[config.mk]
export PLATFORM = sky130hd
export DESIGN_NAME = led_pwm_wb_flat
export DESIGN_NICKNAME = d
export VERILOG_FILES = /design/src/rtl/led_pkg.sv /design/src/rtl/wb_if.sv /design/src/rtl/led_pwm_channel.sv /design/src/rtl/led_pwm_wb.sv /design/src/flat_wrapper.sv
export SDC_FILE = /design/constraint.sdc
export NUM_CORES = 1
export LEC_CHECK = 0
export ABC_CLOCK_PERIOD_IN_PS = 2900
export BUFFER_PORTS_ARGS = -buffer_cell sky130_fd_sc_hd__buf_2
export CAP_MARGIN = 20
export CORE_MARGIN = 4
export CORE_UTILIZATION = 54
export CTS_BUF_LIST = sky130_fd_sc_hd__clkbuf_8
export CTS_CLUSTER_SIZE = 30
export DETAILED_ROUTE_END_ITERATION = 8
export GPL_ROUTABILITY_DRIVEN = 0
export MAX_ROUTING_LAYER = met4
export PLACE_DENSITY_LB_ADDON = 0.2
export SLEW_MARGIN = 20
export SYNTH_ARGS = -nofsm -noshare
export SYNTH_HDL_FRONTEND = slang
export SYNTH_HIERARCHICAL = 1
export SYNTH_SLANG_ARGS = --single-unit
[constraint.sdc]
create_clock -name clk -period 2.9 [get_ports clk]
set_input_delay 0.29 -clock clk [delete_from_list [all_inputs] [get_ports clk]]
set_output_delay 0.29 -clock clk [all_outputs]
set_load 0.02 [all_outputs]
[src/rtl/led_pkg.sv]
// Shared types, register offsets and the byte-lane merge helper for the
// led_pwm_wb block. Optional blink support is controlled by LED_BLINK_EN.
package led_pkg;

    typedef enum logic [1:0] {
        LED_OFF   = 2'd0,
        LED_ON    = 2'd1,
        LED_PWM   = 2'd2,
        LED_BLINK = 2'd3
    } led_mode_e;

    localparam logic [11:0] LED_CTRL     = 12'h000;
    localparam logic [11:0] LED_PRESCALE = 12'h004;
    localparam logic [11:0] LED_BLINK_R  = 12'h008;
    localparam logic [11:0] LED_CH_BASE  = 12'h010;

    // Duty is stored at its widest legal size; unused upper bits stay 0.
    typedef struct packed {
        led_mode_e   mode;
        logic [7:0]  duty;
    } led_ch_t;

    function automatic logic [31:0] apply_sel(input logic [31:0] old_val,
                                              input logic [31:0] new_val,
                                              input logic [3:0]  sel);
        logic [31:0] merged;
        merged = old_val;
        for (int b = 0; b < 4; b++) begin
            if (sel[b]) merged[8*b +: 8] = new_val[8*b +: 8];
        end
        return merged;
    endfunction

endpackage

[src/rtl/wb_if.sv]
// Pipelined Wishbone bus, 32-bit data with byte address and byte selects.
// dat_i / dat_o are named from the slave's point of view.
interface wb_if;
    logic        cyc;
    logic        stb;
    logic        we;
    logic [31:0] adr;
    logic [3:0]  sel;
    logic [31:0] dat_i;
    logic [31:0] dat_o;
    logic        ack;
    logic        stall;

    modport slave  (input  cyc, stb, we, adr, sel, dat_i,
                    output dat_o, ack, stall);
    modport master (output cyc, stb, we, adr, sel, dat_i,
                    input  dat_o, ack, stall);
endinterface

[src/rtl/led_pwm_channel.sv]
// One LED output: selects off / on / PWM / blink and registers the result.
// Blink mode falls back to steady on when LED_BLINK_EN is not defined.
module led_pwm_channel
    import led_pkg::*;
#(
    parameter int PWM_W = 8
) (
    input  logic             clk,
    input  logic             rst_n,
    input  logic             en,
    input  led_mode_e        mode,
    input  logic [PWM_W-1:0] duty,
    input  logic [PWM_W-1:0] pwm_cnt,
    input  logic             phase,
    output logic             led
);

    logic led_next;

    // NOTE: every variable assigned in always_comb gets a default first, so no latch is inferred.
    always_comb begin
        led_next = 1'b0;
        if (en) begin
            case (mode)
                LED_OFF:   led_next = 1'b0;
                LED_ON:    led_next = 1'b1;
                LED_PWM:   led_next = (pwm_cnt < duty);
`ifdef LED_BLINK_EN
                LED_BLINK: led_next = phase;
`else
                LED_BLINK: led_next = 1'b1;
`endif
                default:   led_next = 1'b0;
            endcase
        end
    end

`ifndef LED_BLINK_EN
    logic unused_phase;
    assign unused_phase = phase;
`endif

    // NOTE: sequential state uses non-blocking assignments so all flops update together.
    always_ff @(posedge clk) begin
        if (!rst_n) led <= 1'b0;
        else        led <= led_next;
    end

endmodule

[src/rtl/led_pwm_wb.sv]
// Multi-channel LED controller: Wishbone registers, prescaler, shared PWM and
// blink counters. Blink counter, phase and BLINK register exist only with LED_BLINK_EN.
module led_pwm_wb
    import led_pkg::*;
#(
    parameter int size     = 'h1000,
    parameter int NUM_LEDS = 8,
    parameter int PWM_W    = 8
) (
    input  logic                clk,
    input  logic                rst_n,
    wb_if.slave                 wb,
    output logic [NUM_LEDS-1:0] led
);

    localparam int         AW        = $clog2(size);
    localparam int         WW        = AW - 2;
    localparam logic [7:0] DUTY_MASK = 8'((1 << PWM_W) - 1);

    localparam logic [WW-1:0] W_CTRL     = WW'(LED_CTRL >> 2);
    localparam logic [WW-1:0] W_PRESCALE = WW'(LED_PRESCALE >> 2);
    localparam logic [WW-1:0] W_CH_BASE  = WW'(LED_CH_BASE >> 2);

    logic             ctrl_en;
    logic [15:0]      prescale;
    led_ch_t          ch [NUM_LEDS];
    logic [15:0]      pre_cnt;
    logic [PWM_W-1:0] pwm_cnt;
    logic             phase;

    logic             req;
    logic             wr;
    logic [WW-1:0]    word;
    logic [WW-1:0]    ch_rel;
    logic             ch_hit;
    logic             prescale_wr;
    logic             tick;
    logic [31:0]      rdata;
    logic [31:0]      wr_data;

    assign req         = wb.cyc && wb.stb;
    assign wr          = req && wb.we;
    assign word        = wb.adr[AW-1:2];
    assign ch_rel      = word - W_CH_BASE;
    assign ch_hit      = (word >= W_CH_BASE) && (ch_rel < WW'(NUM_LEDS));
    assign prescale_wr = wr && (word == W_PRESCALE);
    // A PRESCALE write restarts the prescaler and swallows a coincident tick.
    assign tick        = ctrl_en && (pre_cnt == prescale) && !prescale_wr;
    assign wb.stall    = 1'b0;

`ifdef LED_BLINK_EN
    localparam logic [WW-1:0] W_BLINK = WW'(LED_BLINK_R >> 2);

    logic [15:0] blink;
    logic [15:0] blink_cnt;
    logic        blink_wr;

    assign blink_wr = wr && (word == W_BLINK);
`endif

    // Current register value at the addressed word; also the base for sel merging.
    always_comb begin
        rdata = '0;
        if (word == W_CTRL) begin
            rdata = {31'd0, ctrl_en};
        end else if (word == W_PRESCALE) begin
            rdata = {16'd0, prescale};
`ifdef LED_BLINK_EN
        end else if (word == W_BLINK) begin
            rdata = {16'd0, blink};
`endif
        end else if (ch_hit) begin
            for (int i = 0; i < NUM_LEDS; i++) begin
                if (ch_rel == WW'(i)) rdata = {14'd0, ch[i].mode, 8'd0, ch[i].duty};
            end
        end
        wr_data = apply_sel(rdata, wb.dat_i, wb.sel);
    end

    // NOTE: the channel register bank is small flops, not RAM, so it is fully reset.
    always_ff @(posedge clk) begin
        if (!rst_n) begin
            wb.ack   <= 1'b0;
            wb.dat_o <= '0;
            ctrl_en  <= 1'b0;
            prescale <= '0;
            for (int i = 0; i < NUM_LEDS; i++) ch[i] <= '0;
        end else begin
            wb.ack   <= req;
            wb.dat_o <= (req && !wb.we) ? rdata : '0;
            if (wr) begin
                if (word == W_CTRL)     ctrl_en  <= wr_data[0];
                if (word == W_PRESCALE) prescale <= wr_data[15:0];
                for (int i = 0; i < NUM_LEDS; i++) begin
                    if (ch_hit && (ch_rel == WW'(i))) begin
                        ch[i].duty <= wr_data[7:0] & DUTY_MASK;
                        ch[i].mode <= led_mode_e'(wr_data[17:16]);
                    end
                end
            end
        end
    end

    always_ff @(posedge clk) begin
        if (!rst_n || !ctrl_en) begin
            pre_cnt <= '0;
            pwm_cnt <= '0;
        end else begin
            if (prescale_wr || (pre_cnt == prescale)) pre_cnt <= '0;
            else                                      pre_cnt <= pre_cnt + 16'd1;
            if (tick) pwm_cnt <= pwm_cnt + PWM_W'(1);
        end
    end

`ifdef LED_BLINK_EN
    always_ff @(posedge clk) begin
        if (!rst_n)        blink <= '0;
        else if (blink_wr) blink <= wr_data[15:0];
    end

    always_ff @(posedge clk) begin
        if (!rst_n || !ctrl_en) begin
            blink_cnt <= '0;
            phase     <= 1'b0;
        end else if (blink_wr) begin
            blink_cnt <= '0;
        end else if (tick) begin
            if (blink_cnt == blink) begin
                blink_cnt <= '0;
                phase     <= ~phase;
            end else begin
                blink_cnt <= blink_cnt + 16'd1;
            end
        end
    end
`else
    assign phase = 1'b0;
`endif

    for (genvar g = 0; g < NUM_LEDS; g++) begin : g_ch
        led_pwm_channel #(.PWM_W(PWM_W)) u_ch (
            .clk     (clk),
            .rst_n   (rst_n),
            .en      (ctrl_en),
            .mode    (ch[g].mode),
            .duty    (ch[g].duty[PWM_W-1:0]),
            .pwm_cnt (pwm_cnt),
            .phase   (phase),
            .led     (led[g])
        );
    end

    logic unused_bits;
    assign unused_bits = &{1'b0, wb.adr[31:AW], wb.adr[1:0], wr_data[31:18]};

endmodule

[src/flat_wrapper.sv]
// flat-port wrapper written by rule: the top's interface ports become plain ports
module led_pwm_wb_flat import led_pkg::*;
#(
    parameter int size     = 'h1000,
    parameter int NUM_LEDS = 8,
    parameter int PWM_W    = 8
)
  (clk, rst_n, led, wb_cyc, wb_stb, wb_we, wb_adr, wb_sel, wb_dat_i, wb_dat_o, wb_ack, wb_stall);
  wb_if wb_i ();
  input  logic clk;
  input  logic rst_n;
  output logic [NUM_LEDS-1:0] led;
  input wire logic [$bits(wb_i.cyc)-1:0] wb_cyc;
  input wire logic [$bits(wb_i.stb)-1:0] wb_stb;
  input wire logic [$bits(wb_i.we)-1:0] wb_we;
  input wire logic [$bits(wb_i.adr)-1:0] wb_adr;
  input wire logic [$bits(wb_i.sel)-1:0] wb_sel;
  input wire logic [$bits(wb_i.dat_i)-1:0] wb_dat_i;
  output wire logic [$bits(wb_i.dat_o)-1:0] wb_dat_o;
  output wire logic [$bits(wb_i.ack)-1:0] wb_ack;
  output wire logic [$bits(wb_i.stall)-1:0] wb_stall;
  assign wb_i.cyc = wb_cyc;
  assign wb_i.stb = wb_stb;
  assign wb_i.we = wb_we;
  assign wb_i.adr = wb_adr;
  assign wb_i.sel = wb_sel;
  assign wb_i.dat_i = wb_dat_i;
  assign wb_dat_o = wb_i.dat_o;
  assign wb_ack = wb_i.ack;
  assign wb_stall = wb_i.stall;
  led_pwm_wb #(.size(size), .NUM_LEDS(NUM_LEDS), .PWM_W(PWM_W)) u_core (.clk(clk), .rst_n(rst_n), .wb(wb_i), .led(led));
endmodule
# == After elaboration in Yosys (flattened, before gate mapping) ==
# Memory sizes are Yosys's and may differ from the RTL's.
# Index checks and enable logic that the tools add are counted.
# word_totals
ramBits,80
n_memories,1
regBits,82
inputBits,73
wordCells,197
# op_classes
muxes,71
addsub,3
n_reduce_logical,45
bitwise_logic,19
n_eq_ne,33
magnitude_cmp,10
# mem_list
name,words,width,read_ports,rd_clocked_by_memory_dff,write_ports,line_no,source
u_core.ch,8,10,8,0,8,led_pwm_wb.sv:26,led_ch_t ch [NUM_LEDS];
# op_table
operator,count
2-to-1 mux 18 bit,11
2-to-1 mux 8 bit,10
< comparator 8 bit,8
"equality test 10 x 3 -> 1 bit, second input constant",4
2-to-1 mux 1 bit,33
"equality test 2 bit, second input constant",16
case mux 1 bit (3 select lines),8
"equality test 10 x 1 -> 1 bit, second input constant",2
"equality test 10 x 2 -> 1 bit, second input constant",2
logical NOT 10 bit,2
2-to-1 mux 2 bit,9
OR reduction 2 bit,9
"adder 16 x 1 -> 16 bit, second input constant",1
equality test 16 bit,1
"equality test 2 x 1 -> 1 bit, second input constant",8
logical NOT 2 bit,8
OR 1 bit,16
logical AND 1 bit,15
OR reduction 12 bit,1
"greater-or-equal comparator 10 x 3 -> 1 bit, second input constant",1
"< comparator 10 x 4 -> 1 bit, second input constant",1
"subtractor 10 x 3 -> 10 bit, second input constant",1
"adder 8 x 1 -> 8 bit, second input constant",1
AND reduction 2 bit,4
3 further kinds,9

# == Depth between registers and ports, before layout ==
# Gate-level depths: netlist of the first run.
# depth
depth_word,15
depth_mapped,10
ltp_nobuf,8

# == Cells and area by module ==
# The synthesis of the first run kept the hierarchy.
# modules_own_cells
mod,cells_per_inst,area_per_inst_um2,n_inst,seq_area_each_um2
led_pwm_wb,655,6830.3,1,3603.5
led_pwm_channel,29,224.0,8,20.0

# == Worst setup path after synthesis of the first run ==
# No wires, ideal clock.
# synth_path
path_type,in2reg
start,input wb_adr[5]
end,memory u_core/ch[2][10] (netlist name) (enable)
setup_ps,391
slack_ps,21
n_path_buf,0
t_arrival_ps,2488
cell_stages,8
path_cell_list,inv_1 ha_1 or3b_1 a41o_1 or2_1 nor2_1 nand2_1 o21ai_0
# synth_rtl
element,line_no,source
from (decl),flat_wrapper.sv:16,input wire logic [$bits(wb_i.adr)-1:0] wb_adr;
to (decl),led_pwm_wb.sv:26,

==> flow_metrics.tcl, run 1 <==
set metrics [dict create \
    status "finished clean" \
    drc 0 \
    met3_usage 0.0450 \
    cp_cell_sequence "buf_2 -> inv_1 -> ha_1 -> xnor2_1 -> and4_1 -> nand2_1 -> nor4_4 -> nor2_1 -> nor3b_1" \
    hold_buffers 0 \
    antenna_left 0 \
    netlist_top_cells_count "80 x edfxtp_1, 80 x nand2_1, 80 x nor2_1" \
    crit_arrival_ns 2.76 \
    worstSetupPathType "input port to register" \
    critPathLaunch "wb_adr[4]" \
    r2r_end "u_core/pwm_cnt[3]" \
    syn_inst 887 \
    wl_per_cell_um 20.0 \
    worstPathRequired_ns 3.19 \
    synthesis.area_um2 8620 \
    reg2reg_depth 6 \
    r2r_start "u_core/pre_cnt[4]" \
    peakVddDrop_uv 321 \
    die_h_um 134 \
    ys_seq_area_frac 0.437 \
    hpwl_mm 17.7 \
    drtIter0Drc 575 \
    port_buffers 62 \
    cts-resized-gates 0 \
    layout_min_cycle_time_ns 2.47 \
    floorplan.rows 45 \
    numClockSinks 148 \
    hold_viol_final 0 \
    totalWireLength_mm 24.2 \
    synthArstFlopShare 0 \
    path_max_fanout 9 \
    ios 115 \
    grt_max_degree 48 \
    final_util 0.638 \
    ys_warn_count 6 \
    fin_crit_sh 0.852 \
    hp-class "input port to register" \
    yosys.area.top_type "edfxtp_1" \
    clock_skew_ns 0.0151 \
    ys_ff_latch 148 \
    synth_area_leaders "edfxtp_1 28%, dfxtp_1 16%, ha_1 9.1%, mux2i_1 4.3%, nand2_1 3.5%" \
    cp-end-kind "register" \
    ff2ff_setup_slack_ns 0.54 \
    cts_setup_buffers 0 \
    hold_depth 3 \
    cts_tree "done" \
    fin_nets 1123 \
    vias 7059 \
    grt_overflow 0 \
    antenna-diode-count 0 \
    dieArea_um2 18100 \
    syn2layout_area_growth_pct 14.1 \
    p_leak_nw 4.00 \
    cp_slowest_cell "and4_1" \
    grt_pass1_vias 6855 \
    ys.flop_type "edfxtp_1" \
    rsz0062_at_grt "no" \
    cts_max_path_buffers 2 \
    whs_ns 0.0794 \
    path_clk_slew_ns 0.09 \
    worstHoldStart "wb_dat_i[11]" \
    slew_headroom 0.426 \
    syn_avg_cell_area_um2 9.72 \
    synth.distinct_cells 62 \
    grt_util_all_layers 0.280 \
    fillers 1275 \
    worstMarginPinSlew_ns 0.857 \
    slowest_delay_ns 0.47 \
    fin_setup_tns_ns 0 \
    root_buffer "clkbuf_8" \
    start_util 0.559 \
    yosysTopAreaCellShare 0.279 \
    antenna_found_initial 0 \
    holdPathEnd "u_core/prescale[11]" \
    die_w_um 134 \
    numCtsBuffers 17 \
    finalMaxSlewViolations 0 \
    startpoint_type "input port" \
    p_per_area_nw_per_um2 447 \
    drive_above_1_share 0.186 \
    placeableCoreArea_um2 15400 \
    maxCapViolCount 0 \
    dr.pass1.iters 5 \
    top_usage_layer "met2" \
    vias_per_cell 5.83 \
    grt_pass1_wl_mm 37.2 \
    p_total_mw 4.40 \
    htree_num_levels 4 \
    globalRouteMet2Util 0.454 \
    setup_viol 0 \
    synth_edf_count 80 \
    clock_latency_ns 0.48 \
    max_freq_mhz 405 \
    use_met1 0.351 \
]
metal layers:
metal,vias up,share of wire,routed length (µm)
li1,3362,-,-
met2,314,0.48,11500
met5,-,0,0
met4,0,0.041,987
met1,3317,0.40,9680
met3,66,0.083,2010
cell usage in the layout, fill, tap and decap left out, types with 6 or more instances in the layout:
cell | synthesis | routed
a211oi_2 | 8 | 8
a211oi_1 | 10 | 10
edfxtp_1 | 80 | 80
and3_1 | 16 | 16
nor3b_1 | 7 | 7
nand4_1 | 17 | 17
or3_1 | 8 | 8
clkbuf_8 | 0 | 17
xnor2_1 | 24 | 24
a221oi_2 | 8 | 8
nor3_1 | 50 | 50
mux2i_1 | 37 | 37
nand2_1 | 80 | 80
o21ai_1 | 8 | 8
conb_1 | 1 | 15
buf_4 | 16 | 40
nand3_1 | 20 | 20
nor2_1 | 80 | 80
inv_1 | 75 | 75
o211ai_1 | 10 | 10
xor2_1 | 9 | 9
dfxtp_1 | 68 | 68
a21oi_2 | 6 | 6
o21ai_0 | 38 | 38
inv_8 | 0 | 7
o22ai_1 | 20 | 20
nor2b_1 | 37 | 37
a21oi_1 | 8 | 8
buf_2 | 12 | 62
ha_1 | 63 | 63
logic make-up after synthesis:
group | share of synthesized area
mux | 0.0456
buf+inv | 0.0589
compound gates | 0.114
xor+xnor | 0.0335
other cells | 0.000435
fa+ha+maj | 0.0914
flops | 0.437
simple gates | 0.220
power breakdown:
| part | total (mW) | internal, mW | switching, mW |
|---|---|---|---|
| Combinational | 0.416 | 0.145 | 0.271 |
| Clock | 1.70 | 0.739 | 0.958 |
| Sequential | 2.29 | 2.25 | 0.0335 |
| Total | 4.40 | 3.14 | 1.26 |
worst max path at each step:
stage | endpoint | cells past startpoint
after floorplan | u_core/ch[2][10] | 8
after global placement | u_core/ch[1][6] | 10
after detailed placement | u_core/ch[1][5] | 10
after CTS | u_core/ch[3][1] | 9
after global routing | u_core/ch[3][11] | 9
final | u_core/ch[3][11] | 9
worst max-delay path, delay by kind of cell:
family	cells	cell delay, ns
adder cells (fa/ha/maj)	1	0.28
AND/OR/NAND/NOR	5	1.76
XOR/XNOR	1	0.21
buffers and inverters	2	0.23
flip-flops by register name, summed over array words and instances (netlist names):
signal and cells:
u_core/pwm_cnt 8, u_core/ctrl_en 1, u_core/ch 80, u_core/g_ch.u_ch/led 8, u_core/pre_cnt 16, u_core/wb.dat_o 18
u_core/wb.ack 1, u_core/prescale 16
metrics by stage:
step           instance area (µm²)  worst slack (ns)  instances
2_1_floorplan                 8670            0.0212        901
3_3_place_gp                  9420             0.119       1179
3_5_place_dp                  9420            0.0466       1179
4_1_cts                       9840             0.515       1211
5_1_grt                       9840             0.259       1211
6_report                      9840             0.430       1211
cell type report:
cell class / instances / area, µm² / area share
Tap cell: 211 / 264 / 0.0268
Clock inverter: 15 / 181 / 0.0184
Timing Repair Buffer: 107 / 711 / 0.0722
Sequential cell: 148 / 3760 / 0.383
Multi-Input combinational cell: 638 / 4400 / 0.448
Clock buffer: 17 / 234 / 0.0238
Inverter: 75 / 282 / 0.0286
No activity file was read; power rests on OpenSTA's default activity.
==> run 2: changes to the inputs <==
Settings changed: ABC_AREA set to 1, BUFFER_PORTS_ARGS -buffer_cell sky130_fd_sc_hd__buf_2 to not set, CELL_PAD_IN_SITES_DETAIL_PLACEMENT set to 1, CELL_PAD_IN_SITES_GLOBAL_PLACEMENT set to 1, CORE_UTILIZATION 54 to 44, DONT_BUFFER_PORTS set to 1.
==> run 2 against run 1 <==
  * Sequential share of layout area is 1.5 points lower
  * First-iteration DRC count is 6.8% lower
  * Combinational power is 27% lower
  * Fmax is 3.8% lower
  * Design area is 4.0% higher
  * Clock power is 2% higher
  * Largest cell class unchanged
==> flow_metrics.tcl, run 2 <==
set metrics [dict create \
    status "finished clean" \
    wl_met2_mm 14.0 \
    worstSetupPathType "input port to register" \
    synth.distinct_cells 50 \
    root_buffer "clkbuf_8" \
    numCtsBuffers 17 \
    finalMaxSlewViolations 0 \
    yosysMostFrequentCell "nand2_1" \
    path_max_fanout 9 \
    yosysTopAreaCellShare 0.262 \
    dp.cells 1472 \
    critPathLaunch "wb_adr[5]" \
    htree_num_levels 4 \
    r2r_start "u_core/pre_cnt[8]" \
    worstMarginPinSlew_ns 1.10 \
    whs_ns 0.0444 \
    startpoint_type "input port" \
    drc 0 \
    place_ws_ns -0.0735 \
    final_cells 1516 \
    antenna_found_initial 1 \
    hp-class "input port to register" \
    port_buffers 0 \
    synthesis.area_um2 9150 \
    p_per_area_nw_per_um2 425 \
    syn_inst 1179 \
    slew_headroom 0.263 \
    synth_top_family_by_area "simple AND/OR/NAND/NOR gates" \
    cp_cell_sequence "inv_1 -> ha_1 -> inv_1 -> nand2_1 -> nand2_1 -> nor2_4 -> nand3_2 -> nor2_4 -> nand2_1 -> nand4_1 -> nand2_1 -> nand2_1 -> nand2_1 -> nand2_1 -> nand2_1 -> nand2_1 -> nand3_1 -> nand2_1 -> nand2_2 -> nor2_1" \
    die_h_um 152 \
    dieArea_um2 23200 \
    totalWireLength_mm 28.4 \
    synthArstFlopShare 0 \
    r2r_end "u_core/pwm_cnt[7]" \
    antenna_left 0 \
    synth_edf_count 80 \
    clock_latency_ns 0.48 \
    rsz0062_at_grt "no" \
    path_clk_slew_ns 0.12 \
    setup_viol 0 \
    design_area_um2 10200 \
    slowest_delay_ns 0.30 \
    ys.flop_type "edfxtp_1" \
    wl_met1_mm 12.5 \
    top_layer "met4" \
    vias 7857 \
    die_w_um 152 \
    yosys.area.top_type "edfxtp_1" \
    reg2reg_depth 8 \
    start_util 0.449 \
    grt_overflow 0 \
    crit_path_end "u_core/ch[2][3]" \
    vias_per_cell 5.18 \
    wl_per_cell_um 18.7 \
    fillers 2557 \
    syn_avg_cell_area_um2 7.76 \
    hold_buffers 11 \
    synth_compound_area_frac 0.0742 \
    cp-end-kind "register" \
    fin_ws_ns 0.331 \
    p_leak_nw 4.81 \
    max_flop_register "u_core/ch" \
    synth_area_leaders "edfxtp_1 26%, dfxtp_1 15%, nand2_1 12%, ha_1 8.6%, inv_1 7.9%" \
    dpl_cell_area_um2 9680 \
    layout_min_cycle_time_ns 2.57 \
    final_common_cell "nand2_1" \
    clock_skew_ns 0.0202 \
    netlist_top_cells_count "288 x nand2_1, 193 x inv_1, 139 x nor2_1" \
    maxCapViolCount 0 \
    max_freq_mhz 389 \
    ios 115 \
    grt_pass1_wl_mm 45.1 \
    numClockSinks 148 \
    cts_setup_buffers 0 \
    largestRegisters "u_core/ch: 80 flops, u_core/wb.dat_o: 18 flops" \
    largest_reg_flops 80 \
    floorplan.rows 52 \
    fin_nets 1368 \
    fin_crit_sh 0.886 \
    ys_ff_latch 148 \
    hpwl_mm 20.5 \
    drtIter0Drc 536 \
    dr_wl_met3_mm 1.40 \
    grt_max_degree 27 \
    hold_viol_final 0 \
    dr.pass1.iters 5 \
    crit_arrival_ns 2.88 \
    cts-resized-gates 0 \
    synth-simple-area-share 0.293 \
    grt_pass1_vias 8207 \
    ys_warn_count 6 \
    worstPathRequired_ns 3.21 \
    synthXorXnorAreaFrac 0.0182 \
    cts_max_path_buffers 2 \
    syn2layout_area_growth_pct 11.8 \
    peakVddDrop_uv 267 \
    grt_util_all_layers 0.256 \
    cpMostUsedCell "nand2_1" \
    cp_slowest_cell "nor2_4" \
    synth-adder-area-share 0.0861 \
    ys_seq_area_frac 0.411 \
    ff2ff_setup_slack_ns 0.33 \
    final_cell_mix "288 x nand2_1, 193 x inv_1, 139 x nor2_1" \
    placeableCoreArea_um2 20400 \
    muxShareOfSynthArea 0 \
    cts_tree "done" \
    drive_above_1_share 0.144 \
]
run 2: critical path: cells and delay by family:
family / cells / cell delay [ns]
and+or+nand+nor: 17 / 2.26
adders and majority gates: 1 / 0.19
buffers and inverters: 2 / 0.13
run 2: logic make-up (layout without fill, tap and decap cells):
logic type      Yosys count  count (layout)
other cells               1              16
fa+ha+maj                63              63
flops                   148             148
buf+inv                 250             302
compound gates          115             115
simple gates            583             583
xor+xnor                 19              19
run 2: power breakdown:
group | total [mW] | switching (mW) | leakage (nW) | internal [mW]
clock | 1.74 | 1.05 | 0.218 | 0.688
sequential | 2.31 | 0.0409 | 1.31 | 2.27
combinational | 0.304 | 0.213 | 3.29 | 0.0911
run 2: layout make-up:
type                       count  area, µm²  area share
antenna                        1       2.50    0.000245
clock buffer                  17        234      0.0229
clock inverter                15        209      0.0204
inverter                     206        781      0.0763
multi-input combinational    795       4370       0.427
sequential                   148       3760       0.368
tap                          270        338      0.0330
timing repair buffer          64        533      0.0521
run 2: worst min-delay path by stage:
stage / startpoint / end / slack, ns / cells after the start
6_report: rst_n / u_core/prescale[6] / 0.04 / 3
5_1_grt: rst_n / u_core/prescale[6] / 0.01 / 3
4_1_cts: rst_n / u_core/prescale[6] / 0.004 / 3
3_5_place_dp: rst_n / u_core/g_ch[3].u_ch/led / 0.44 / 2
3_3_place_gp: rst_n / u_core/g_ch[3].u_ch/led / 0.44 / 2
2_1_floorplan: rst_n / u_core/g_ch[0].u_ch/led / 0.43 / 2
run 2: metrics by stage:
stage | TNS [ns] | power, mW | util
3_3_place_gp | -0.0327 | 2.63 | 0.475
5_1_grt | 0 | 4.53 | 0.502
3_5_place_dp | -0.493 | 2.64 | 0.475
2_1_floorplan | 0 | 2.57 | -
6_report | 0 | 4.35 | 0.502
4_1_cts | 0 | 4.40 | 0.502
run 2: layer usage:
metal | track usage | vias to the layer above
met5 | - | -
met4 | 0.0659 | 0
met3 | 0.0415 | 32
met2 | 0.435 | 203
met1 | 0.320 | 3815
li1 | - | 3807
